File: config.mk
export PLATFORM = sky130hd
export DESIGN_NAME = vga_scroll_ctrl
export DESIGN_NICKNAME = d
export VERILOG_FILES = /design/src/rtl/vga_scroll_ctrl.sv
export SDC_FILE = /design/constraint.sdc
export NUM_CORES = 1
export LEC_CHECK = 0
export ABC_AREA = 1
export CAP_MARGIN = 20
export CORE_MARGIN = 2
export CORE_UTILIZATION = 50
export CTS_BUF_LIST = sky130_fd_sc_hd__clkbuf_4 sky130_fd_sc_hd__clkbuf_8
export DETAILED_ROUTE_END_ITERATION = 16
export PLACE_DENSITY = 0.79
export SETUP_SLACK_MARGIN = 0.05
export SLEW_MARGIN = 20
export SYNTH_ARGS = -nofsm -noshare
export SYNTH_HDL_FRONTEND = slang
export SYNTH_SLANG_ARGS = --single-unit
File: constraint.sdc
create_clock -name clk -period 4.8 [get_ports clk]
set_input_delay 0.48 -clock clk [delete_from_list [all_inputs] [get_ports clk]]
set_output_delay 0.48 -clock clk [all_outputs]
set_load 0.02 [all_outputs]
File: src/rtl/vga_scroll_ctrl.sv
// Frame-synchronous row-offset scroller for the 320x240 frame buffer path.
// Define VGA_SCROLL_WRAP_EN for endless wrap-around scrolling; default build bounces at the ends.
module vga_scroll_ctrl #(
    parameter int ROWS   = 240,
    parameter int STEP_W = 4,
    parameter int DIV_W  = 4
) (
    input  logic              clk,
    input  logic              rst,
    input  logic [9:0]        h_cnt,
    input  logic [9:0]        v_cnt,
    input  logic              start,
    input  logic              stop,
    input  logic              dir,
    input  logic [STEP_W-1:0] step,
    input  logic [DIV_W-1:0]  frame_div,
    input  logic              seek_req,
    input  logic [7:0]        seek_row,
    output logic              seek_ack,
    output logic [7:0]        offset,
    output logic              running,
    output logic              frame_tick
);

    localparam logic [8:0] ROWS_9 = 9'(ROWS);
    localparam logic [8:0] LAST_9 = 9'(ROWS - 1);

    typedef enum logic {
        S_IDLE = 1'b0,
        S_RUN  = 1'b1
    } state_t;

    state_t              state_q, state_d;
    logic                cond, cond_q, tick_i;
    logic                dir_q, dir_d;
    logic [STEP_W-1:0]   step_q, step_d;
    logic [DIV_W-1:0]    div_q, div_d;
    logic [DIV_W-1:0]    div_cnt_q, div_cnt_d;
    logic                pending_q, pending_d;
    logic [7:0]          seek_row_q, seek_row_d;
    logic [7:0]          offset_q, offset_d;
    logic                seek_ack_q, seek_ack_d;
    logic                frame_tick_q;

    logic [8:0]          base, step9, sum, adv;
    logic                adv_dir;

    // Edge-detect the start of blanking so a held h_cnt/v_cnt yields one tick.
    assign cond   = (v_cnt == 10'd480) && (h_cnt == 10'd0);
    assign tick_i = cond && !cond_q;

    // Next offset for one advance step, plus the direction that results.
    always_comb begin
        // NOTE: every combinational output gets a default first so no path leaves it unassigned, which would infer a latch.
        base    = {1'b0, offset_q};
        step9   = 9'(step_q);
        sum     = base + step9;
        adv     = base;
        adv_dir = dir_q;
`ifdef VGA_SCROLL_WRAP_EN
        if (!dir_q) begin
            adv = (sum >= ROWS_9) ? (sum - ROWS_9) : sum;
        end else begin
            adv = (base < step9) ? (base + ROWS_9 - step9) : (base - step9);
        end
`else
        if (!dir_q) begin
            if (sum > LAST_9) begin
                adv     = LAST_9;
                adv_dir = 1'b1;
            end else begin
                adv = sum;
            end
        end else begin
            if (base < step9) begin
                adv     = 9'd0;
                adv_dir = 1'b0;
            end else begin
                adv = base - step9;
            end
        end
`endif
    end

    always_comb begin
        state_d    = state_q;
        dir_d      = dir_q;
        step_d     = step_q;
        div_d      = div_q;
        div_cnt_d  = div_cnt_q;
        pending_d  = pending_q;
        seek_row_d = seek_row_q;
        offset_d   = offset_q;
        seek_ack_d = 1'b0;

        if (tick_i) begin
            if (pending_q) begin
                // A pending seek takes the frame; no advance this time.
                offset_d   = seek_row_q;
                seek_ack_d = 1'b1;
                pending_d  = 1'b0;
                if (state_q == S_RUN) begin
                    div_cnt_d = '0;
                end
            end else if (state_q == S_RUN) begin
                if (div_cnt_q == div_q) begin
                    div_cnt_d = '0;
                    offset_d  = adv[7:0];
                    dir_d     = adv_dir;
                end else begin
                    div_cnt_d = div_cnt_q + DIV_W'(1);
                end
            end
        end

        // A request seen while one is still pending (including the load cycle) is dropped.
        if (seek_req && !pending_q) begin
            pending_d  = 1'b1;
            seek_row_d = ({1'b0, seek_row} >= ROWS_9) ? LAST_9[7:0] : seek_row;
        end

        if (stop) begin
            state_d = S_IDLE;
        end else if (start) begin
            state_d   = S_RUN;
            dir_d     = dir;
            step_d    = step;
            div_d     = frame_div;
            div_cnt_d = '0;
        end
    end

    always_ff @(posedge clk or posedge rst) begin
        if (rst) begin
            state_q      <= S_IDLE;
            cond_q       <= 1'b0;
            dir_q        <= 1'b0;
            step_q       <= STEP_W'(1);
            div_q        <= '0;
            div_cnt_q    <= '0;
            pending_q    <= 1'b0;
            seek_row_q   <= '0;
            offset_q     <= '0;
            seek_ack_q   <= 1'b0;
            frame_tick_q <= 1'b0;
        end else begin
            // NOTE: non-blocking assignments so every register samples pre-edge values regardless of statement order.
            state_q      <= state_d;
            cond_q       <= cond;
            dir_q        <= dir_d;
            step_q       <= step_d;
            div_q        <= div_d;
            div_cnt_q    <= div_cnt_d;
            pending_q    <= pending_d;
            seek_row_q   <= seek_row_d;
            offset_q     <= offset_d;
            seek_ack_q   <= seek_ack_d;
            frame_tick_q <= tick_i;
        end
    end

    assign offset     = offset_q;
    assign running    = (state_q == S_RUN);
    assign seek_ack   = seek_ack_q;
    assign frame_tick = frame_tick_q;

endmodule
==> flow_summary.toml, run 1 <==
[outcome]
status = "finished clean"

[route]
drc = 0
dr.pass1.iters = 4
drt_iter0_markers = 135
wl_um = 5170
drtAntennaViolNets = 0
drt-wirelength-per-cell_um = 12.7
vias = 2159
vias_per_cell = 5.29

[final_layout]
layout.nets = 408
stdcell_area_um2 = 2930
drive_gt1_share_pct = 6.74
fin_cells = 408
syn_to_final_growth_pct = 30.2
n_fill_cell = 379
antennaDiodeCount = 0
postLayoutCoreUtil_pct = 67.3
multiInputGateArea_um2 = 1200
regArea_um2 = 852

[timing]
tightest_slew_ns = 0.802
period_minus_slack_ns = 2.35
grt_setup_unrepaired = "no"
fin_hold_ws_ns = 0.492
period_share_pct = 49.0
slew_headroom_pct = 46.4
clock_skew_ns = 0.0114
hold_violations = 0
finalSetupViolCount = 0
final.setup.tns_ns = 0
drv_slew = 0
timing.fmax_mhz = 425

[pwr]
p_leak_nw = 1.42
pwr_density_cell_nw_per_um2 = 257
vdd_drop_max_uv = 248

[place]
io_buffers = 52
gp_congestion = 0.978
place_area_um2 = 2790
dp_cells = 400
hpwl_um = 4070

[yosys]
syn_inst = 304
syn_avg_cell_area_um2 = 7.40
yosysTopAreaCell = "dfrtp_1"
synth_flop_cell = "dfrtp_1"
synth_commonest_cells = "nand2_1 (76), inv_1 (39), dfrtp_1 (33), o21ai_0 (26), nor2_1 (25)"
synth.area.top_cells = "dfrtp_1 (37%), nand2_1 (13%), inv_1 (6.5%), o21ai_0 (5.8%), ha_1 (5.0%)"
synth_top_area_share_pct = 36.7
yosysSeqAreaShare_pct = 37.9
ys_types = 37
synthesis.area_um2 = 2250
synth_edf_count = 0
synth.net_count = 357
synth-seq-cells = 34
ys_async_sr_fraction_pct = 100
yosysWarnings = 0
yosysMostFrequentCell = "nand2_1"

[run]
drv_cap = 0

[floorplanning]
dieArea_um2 = 5050
core_area_um2 = 4350
start_util_pct = 51.7
die_w_um = 71.1
num_rows = 24
ioPinCount = 53
die_height_um = 71.1

[clocking]
post_cts_buffers = 0
cts_root_buf = "clkbuf_8"
cts_tree = "yes"
insertion_delay_ns = 0.29
clock_path_buffers = 2
cts.clk_slew.worst_paths_ns = 0.08
numClockSinks = 34
numCtsBuffers = 5
postCtsResizedCells = 0
ctsHoldBuffers = 0
cts_max_level = 2

[critical_path]
critPathArrivalTime_ns = 2.54
critPathTopFamily = "simple AND/OR/NAND/NOR gates"
r2r_setup_slack_ns = 2.45
critPathBufInv = 2
cp.required_ns = 4.98
cpPeakStageDelay_ns = 0.54
start_kind = "flop"
critPathCaptureType = "flop"
path_cells = "ha_1, inv_1, fa_1, nand2_1, a21oi_1, nor2_1, nand3_1, nand2_1, inv_1, a22o_1, o21ai_1, nand2_1"
cp.depth = 12
cp_max_fo = 6
crit_top_cell = "nand2_1"
slowest_stage = "dfstp_2"
worstSetupPathType = "reg2reg"
r2r_cells = 12

[global_routing]
grt_max_degree = 35
antenna_found_initial = 0
grt_pass1_wl_um = 9030
grt_pass1_vias = 2160
gr-total-overflow = 0
grt_usage_pct = 22.0

[min_path]
min_path_type = "reg2reg"
min_path_cells = 2
[worst reg2reg max path: stages (launching register included)]
cell and delay (ns):
dfstp_2 0.54, ha_1 0.14, inv_1 0.06, fa_1 0.38, nand2_1 0.10, a21oi_1 0.08
nor2_1 0.16, nand3_1 0.14, nand2_1 0.13, inv_1 0.11, a22o_1 0.21, o21ai_1 0.14
nand2_1 0.06
[layer usage]
| layer | track usage (%) | vias to the layer above | wire [um] |
|---|---|---|---|
| li1 | - | 1091 | - |
| met3 | 3.99 | 8 | 240 |
| met4 | 6.71 | 0 | 86 |
| met2 | 40.1 | 66 | 2740 |
| met5 | 0 | - | 0 |
| met1 | 26.3 | 994 | 2100 |
[per-stage QoR]
step           power [mW]  setup slack (ns)
6_report            0.752              2.45
5_1_grt             0.785              2.28
4_1_cts             0.757              2.49
3_5_place_dp        0.439              2.41
3_3_place_gp        0.436              2.41
2_1_floorplan       0.383              2.66
[logic make-up (layout without fill, tap and decap cells)]
kind of cell / Yosys count / after routing / synth area share (%)
AOI/OAI and AO/OA: 55 / 55 / 13.8
xor gates and xnor gates: 10 / 10 / 3.89
adders and majority gates: 11 / 11 / 6.78
buffers and inverters: 49 / 101 / 8.89
DFF: 34 / 34 / 37.9
muxes: 1 / 1 / 0.500
and+or+nand+nor: 144 / 144 / 28.2
[worst paths after layout]
path                                        from               endpoint
hold reg to reg            step_q[0]$_DFFE_PP1P_  step_q[0]$_DFFE_PP1P_
setup / recovery           step_q[0]$_DFFE_PP1P_  offset[1]$_DFFE_PP0P_
hold / removal             step_q[0]$_DFFE_PP1P_  step_q[0]$_DFFE_PP1P_
min in group asynchronous                    rst  offset[3]$_DFFE_PP0P_
setup reg to reg           step_q[0]$_DFFE_PP1P_  offset[1]$_DFFE_PP0P_
max in group asynchronous                    rst  step_q[0]$_DFFE_PP1P_
[area by class of cell]
class	instances	share of cell area, %
Multi-Input combinational cell	221	40.9
Sequential cell	34	29.1
Timing Repair Buffer	53	18.0
Inverter	40	5.12
Clock buffer	5	2.35
Clock inverter	3	2.35
Tap cell	52	2.22
[cells in the final DEF, fill, tap and decap left out, types with 2 or more instances in the layout]
| cell type | Yosys | routed |
|---|---|---|
| o21ai_1 | 4 | 4 |
| clkdlybuf4s50_1 | 0 | 52 |
| fa_1 | 2 | 2 |
| nand2_2 | 2 | 2 |
| nor4_1 | 4 | 4 |
| a21oi_1 | 13 | 13 |
| nand3_1 | 20 | 20 |
| xor2_1 | 9 | 9 |
| ha_1 | 9 | 9 |
| bufinv_16 | 0 | 2 |
| nor2_1 | 25 | 25 |
| a21oi_2 | 5 | 5 |
| o21ai_0 | 26 | 26 |
| clkbuf_8 | 0 | 5 |
| nor3_1 | 4 | 4 |
| inv_1 | 39 | 39 |
| or2_1 | 2 | 2 |
| nand4_1 | 5 | 5 |
| nand2_1 | 76 | 76 |
| dfrtp_1 | 33 | 33 |
| o22ai_1 | 2 | 2 |
[state kept, by name, summed over array words and instances (netlist names)]
register,flops
offset,8
step_q,4
frame_tick,1
seek_ack,1
pending_q,1
cond_q,1
div_cnt_q,4
seek_row_q,8
dir_q,1
div_q,4
running,1
[power breakdown]
part	internal (mW)	switching (mW)	total [mW]
logic	0.0604	0.0611	0.121
registers	0.302	0.00990	0.311
clock network	0.208	0.111	0.320
total	0.570	0.182	0.752
Note: power is estimated with default switching activity, not from simulation.
==> inputs of run 2 (changes only) <==
- clock period: 4.8 -> 2.4 ns (I/O delays scaled with it)
==> run 2 against run 1 <==
Effect of this change:
- final cell count increased by 1.7%
- clock skew decreased by 0.0047 ns
- worst setup slack got worse by 2.3 ns
- non-clock buffer count increased by 7
- count of clock-buffer cells in the layout increased by 3
- die area unchanged
==> flow_summary.toml, run 2 (synthesis gave the netlist of run 1 again) <==
[outcome]
status = "finished clean"

[clocking]
numCtsBuffers = 5
cts_max_level = 2
numClockSinks = 34
cts.clk_slew.worst_paths_ns = 0.07
clock_path_buffers = 2
cts_root_buf = "clkbuf_8"
insertion_delay_ns = 0.29
cts_tree = "yes"

[route]
drtAntennaViolNets = 0
drt-wirelength-per-cell_um = 12.7
vias_per_cell = 5.28
drt_iter0_markers = 132
drc = 0
dr.pass1.iters = 4
wl_um = 5270
vias = 2191

[critical_path]
cp.required_ns = 2.56
critPathCaptureType = "flop"
worstSetupPathType = "reg2reg"
slowest_stage = "dfstp_2"
cp_max_fo = 3
cpPeakStageDelay_ns = 0.54
critPathBufInv = 2
start_kind = "flop"
critPathArrivalTime_ns = 2.41
critPathTopFamily = "simple AND/OR/NAND/NOR gates"
path_cells = "ha_1, inv_1, fa_2, nand2_1, a21oi_1, nor2_1, nand3_1, buf_4, o21bai_1, nand3_1, nand2_1, o21ai_0"

[place]
gp_congestion = 0.934
hpwl_um = 4000
io_buffers = 52

[timing]
grt_setup_unrepaired = "no"
hold_violations = 0
tightest_slew_ns = 0.524
final.setup.tns_ns = 0
period_minus_slack_ns = 2.25
drv_slew = 0
period_share_pct = 93.9
slew_headroom_pct = 65.1
finalSetupViolCount = 0
timing.fmax_mhz = 444
clock_skew_ns = 0.00665

[final_layout]
mostFrequentLayoutCell = "nand2_1"
syn_to_final_growth_pct = 31.0
drive_gt1_share_pct = 9.37
final_cell_mix = "nand2_1 (75), clkdlybuf4s50_1 (52), inv_1 (38)"
antennaDiodeCount = 0
layout.nets = 415

[pwr]
pwr_density_cell_nw_per_um2 = 455
fin_total_pwr_mw = 1.34
vdd_drop_max_uv = 266
p_leak_nw = 1.44

[global_routing]
grt_max_degree = 35
grt_pass1_wl_um = 9190
antenna_found_initial = 0
gr-total-overflow = 0
grt_pass1_vias = 2188
grt_usage_pct = 22.6

[floorplanning]
num_rows = 24
die_height_um = 71.1
start_util_pct = 51.7
die_w_um = 71.1
dieArea_um2 = 5050
ioPinCount = 53
core_area_um2 = 4350

[run]
drv_cap = 0

[min_path]
min_path_type = "in2async"
[run 2: stage by stage]
step | cell area, um2 | cells | setup slack [ns] | hold WS [ns] | utilization (%)
after floorplan | 2250 | 304 | 0.260 | 0.303 | -
after global placement | 2820 | 404 | 0.177 | 0.471 | 64.9
after detailed placement | 2820 | 404 | 0.115 | 0.473 | 64.9
after CTS | 2920 | 412 | 0.113 | 0.359 | 67.1
after global routing | 2950 | 415 | 0.0317 | 0.401 | 67.7
final | 2950 | 415 | 0.147 | 0.333 | 67.7
[run 2: final timing paths]
check / from / to / slack (ns) / cells past startpoint
worst max-delay path: step_q[0]$_DFFE_PP1P_ / offset[0]$_DFFE_PP0P_ / 0.15 / 12
worst min-delay path: rst / div_cnt_q[0]$_DFF_PP0_ / 0.33 / 3
worst max register to register: step_q[0]$_DFFE_PP1P_ / offset[0]$_DFFE_PP0P_ / 0.15 / 12
worst min register to register: div_q[2]$_DFFE_PP0P_ / div_q[2]$_DFFE_PP0P_ / 0.49 / 2
max in group asynchronous: rst / step_q[0]$_DFFE_PP1P_ / 1.72 / 3
min in group clk: step[0] / step_q[0]$_DFFE_PP1P_ / 0.47 / 3
[run 2: area by class of cell]
cell class              count  area (um2)
repair buffers             60         581
inverters                  40         150
fillers                   384        1410
well taps                  52        65.1
flip-flops and latches     34         852
multi-input cells         221        1200
clock buffers               8        97.6
[run 2: repair_timing]
item | CTS | global route
setup buffers | 0 | 3
setup endpoints to repair | 0 | 6
resized for setup | 0 | 3
hold buffers | 0 | 0
hold endpoints to repair | 0 | 0
[run 2: tightest hold or removal path, delay by kind of cell]
family | cells | cell delay [ns]
buf+inv | 3 | 0.80
[run 2: power breakdown]
part / switching (mW) / total, mW / internal, mW / leakage (nW)
Sequential: 0.0211 / 0.625 / 0.603 / 0.407
Combinational: 0.124 / 0.252 / 0.128 / 0.982
Clock: 0.209 / 0.465 / 0.257 / 0.0523
[run 2: layer usage]
metal  global-route usage (%)  up-vias  wire [um]
met5                        0        -          0
met2                     39.6       69       2670
met4                     7.55        0        116
li1                         -     1100          -
met1                     28.2     1006       2270
met3                     3.99       16        214
==> inputs of run 3 (changes only) <==
- CORE_UTILIZATION: 50 -> 52
- PLACE_DENSITY: 0.79 -> 0.82
- SLEW_MARGIN: 20 -> not set
==> run 3 against run 2 <==
Effect of this change:
- clock power is 11% lower
- sequential cell count stayed put
- worst hold slack better by 0.0085 ns
- final area is 0.72% lower
- count of clock-buffer cells in the layout is 2 lower
- sequential share of layout area is 0.21 points higher
- total power is 3.6% lower
- maximum frequency is 2.5% higher
- sequential power hardly changed
- via count is 0.91% higher
==> flow_summary.toml, run 3 (synthesis gave the netlist of run 1 again) <==
[global_routing]
grt_max_degree = 35
grt_pass1_wl_um = 8960
grt_usage_pct = 22.4
antenna_found_initial = 0
grt_pass1_vias = 2143
gr-total-overflow = 0

[critical_path]
worstSetupPathType = "reg2reg"
critPathArrivalTime_ns = 2.37
start_kind = "flop"
cp.required_ns = 2.58
critPathCaptureType = "flop"
r2r_cells = 12
cp_max_fo = 6

[route]
wl_um = 5180
met2_length_um = 2700
dr.pass1.iters = 4
wl_met1_um = 2160
drt_iter0_markers = 145
drc = 0
vias_per_cell = 5.38
drt-wirelength-per-cell_um = 12.6
wl_met3_um = 234
drtAntennaViolNets = 0
vias = 2211
topRoutingLayerUsed = "met4"

[place]
hpwl_um = 4000
io_buffers = 52
gp_congestion = 0.962

[clocking]
clock_path_buffers = 2
insertion_delay_ns = 0.28
cts.clk_slew.worst_paths_ns = 0.07
numCtsBuffers = 5
numClockSinks = 34
cts_max_level = 2
cts_root_buf = "clkbuf_8"
cts_tree = "yes"

[timing]
final.setup.tns_ns = 0
finalSetupViolCount = 0
tightest_slew_ns = 0.499
period_share_pct = 91.5
hold_violations = 0
period_minus_slack_ns = 2.20
slew_headroom_pct = 66.8
clock_skew_ns = 0.00772
timing.fmax_mhz = 455
grt_setup_unrepaired = "no"
drv_slew = 0
fin_hold_ws_ns = 0.342

[floorplanning]
num_rows = 23
ioPinCount = 53
dieArea_um2 = 4870
die_w_um = 69.8
start_util_pct = 55.1
core_area_um2 = 4090
die_height_um = 69.8

[final_layout]
antennaDiodeCount = 0
regArea_um2 = 852
n_fill_cell = 330
mostFrequentLayoutCell = "nand2_1"
multiInputGateArea_um2 = 1210
layout.nets = 413
syn_to_final_growth_pct = 30.1
final_cell_mix = "nand2_1 (75), clkdlybuf4s50_1 (52), inv_1 (38)"
drive_gt1_share_pct = 9.42

[run]
drv_cap = 0

[outcome]
status = "finished clean"

[pwr]
p_leak_nw = 1.43
pwr_density_cell_nw_per_um2 = 442
fin_total_pwr_mw = 1.29
vdd_drop_max_uv = 357

[min_path]
min_path_type = "in2async"
run 3: per-stage QoR:
stage	utilization (%)	instance area [um2]	setup slack, ns	std cells
floorplan	-	2250	0.260	304
finish	71.6	2930	0.203	411
global placement	69.0	2820	0.194	402
detailed placement	69.0	2820	0.0772	402
global route	71.6	2930	0.0530	411
CTS	71.2	2910	0.0615	410
run 3: report_power, final:
part	switching (mW)	internal, mW	total [mW]	leakage [nW]
logic	0.125	0.126	0.252	0.973
registers	0.0220	0.603	0.625	0.407
clock network	0.203	0.212	0.416	0.0484
run 3: worst paths after layout:
| kind | start | endpoint | slack [ns] |
|---|---|---|---|
| min in group clk | step_q[0]$_DFFE_PP1P_ | step_q[0]$_DFFE_PP1P_ | 0.48 |
| max | step_q[0]$_DFFE_PP1P_ | offset[1]$_DFFE_PP0P_ | 0.20 |
| min reg2reg | step_q[0]$_DFFE_PP1P_ | step_q[0]$_DFFE_PP1P_ | 0.48 |
| max reg2reg | step_q[0]$_DFFE_PP1P_ | offset[1]$_DFFE_PP0P_ | 0.20 |
| max in group asynchronous | rst | step_q[0]$_DFFE_PP1P_ | 1.72 |
| min | rst | seek_ack$_DFF_PP0_ | 0.34 |
run 3: repair_timing:
item                       in CTS  in global routing
setup buffers                   0                  1
hold buffers                    0                  0
setup endpoints to repair       0                  6
gates resized for setup         0                  5
run 3: critical path, stage by stage (launching register included):
cell,delay (ns)
dfstp_2,0.55
ha_1,0.14
inv_1,0.06
fa_2,0.34
nand2_1,0.09
a21oi_1,0.09
nor2_2,0.17
nand3_2,0.10
nand2_2,0.10
inv_2,0.07
a22o_1,0.18
o21ai_1,0.14
nand2_1,0.06
run 3: layout make-up:
class                   instances  share of cell area, %
flip-flops and latches         34                   29.1
clock inverters                 2                  0.342
well taps                      50                   2.14
repair buffers                 58                   19.3
clock buffers                   6                   2.61
multi-input cells             221                   41.4
inverters                      40                   5.13
run 3: per-layer routing:
metal	up-vias	GRT usage, %
met4	0	7.48
met2	75	40.4
met3	12	3.92
met1	1027	26.7
li1	1097	-
met5	-	0
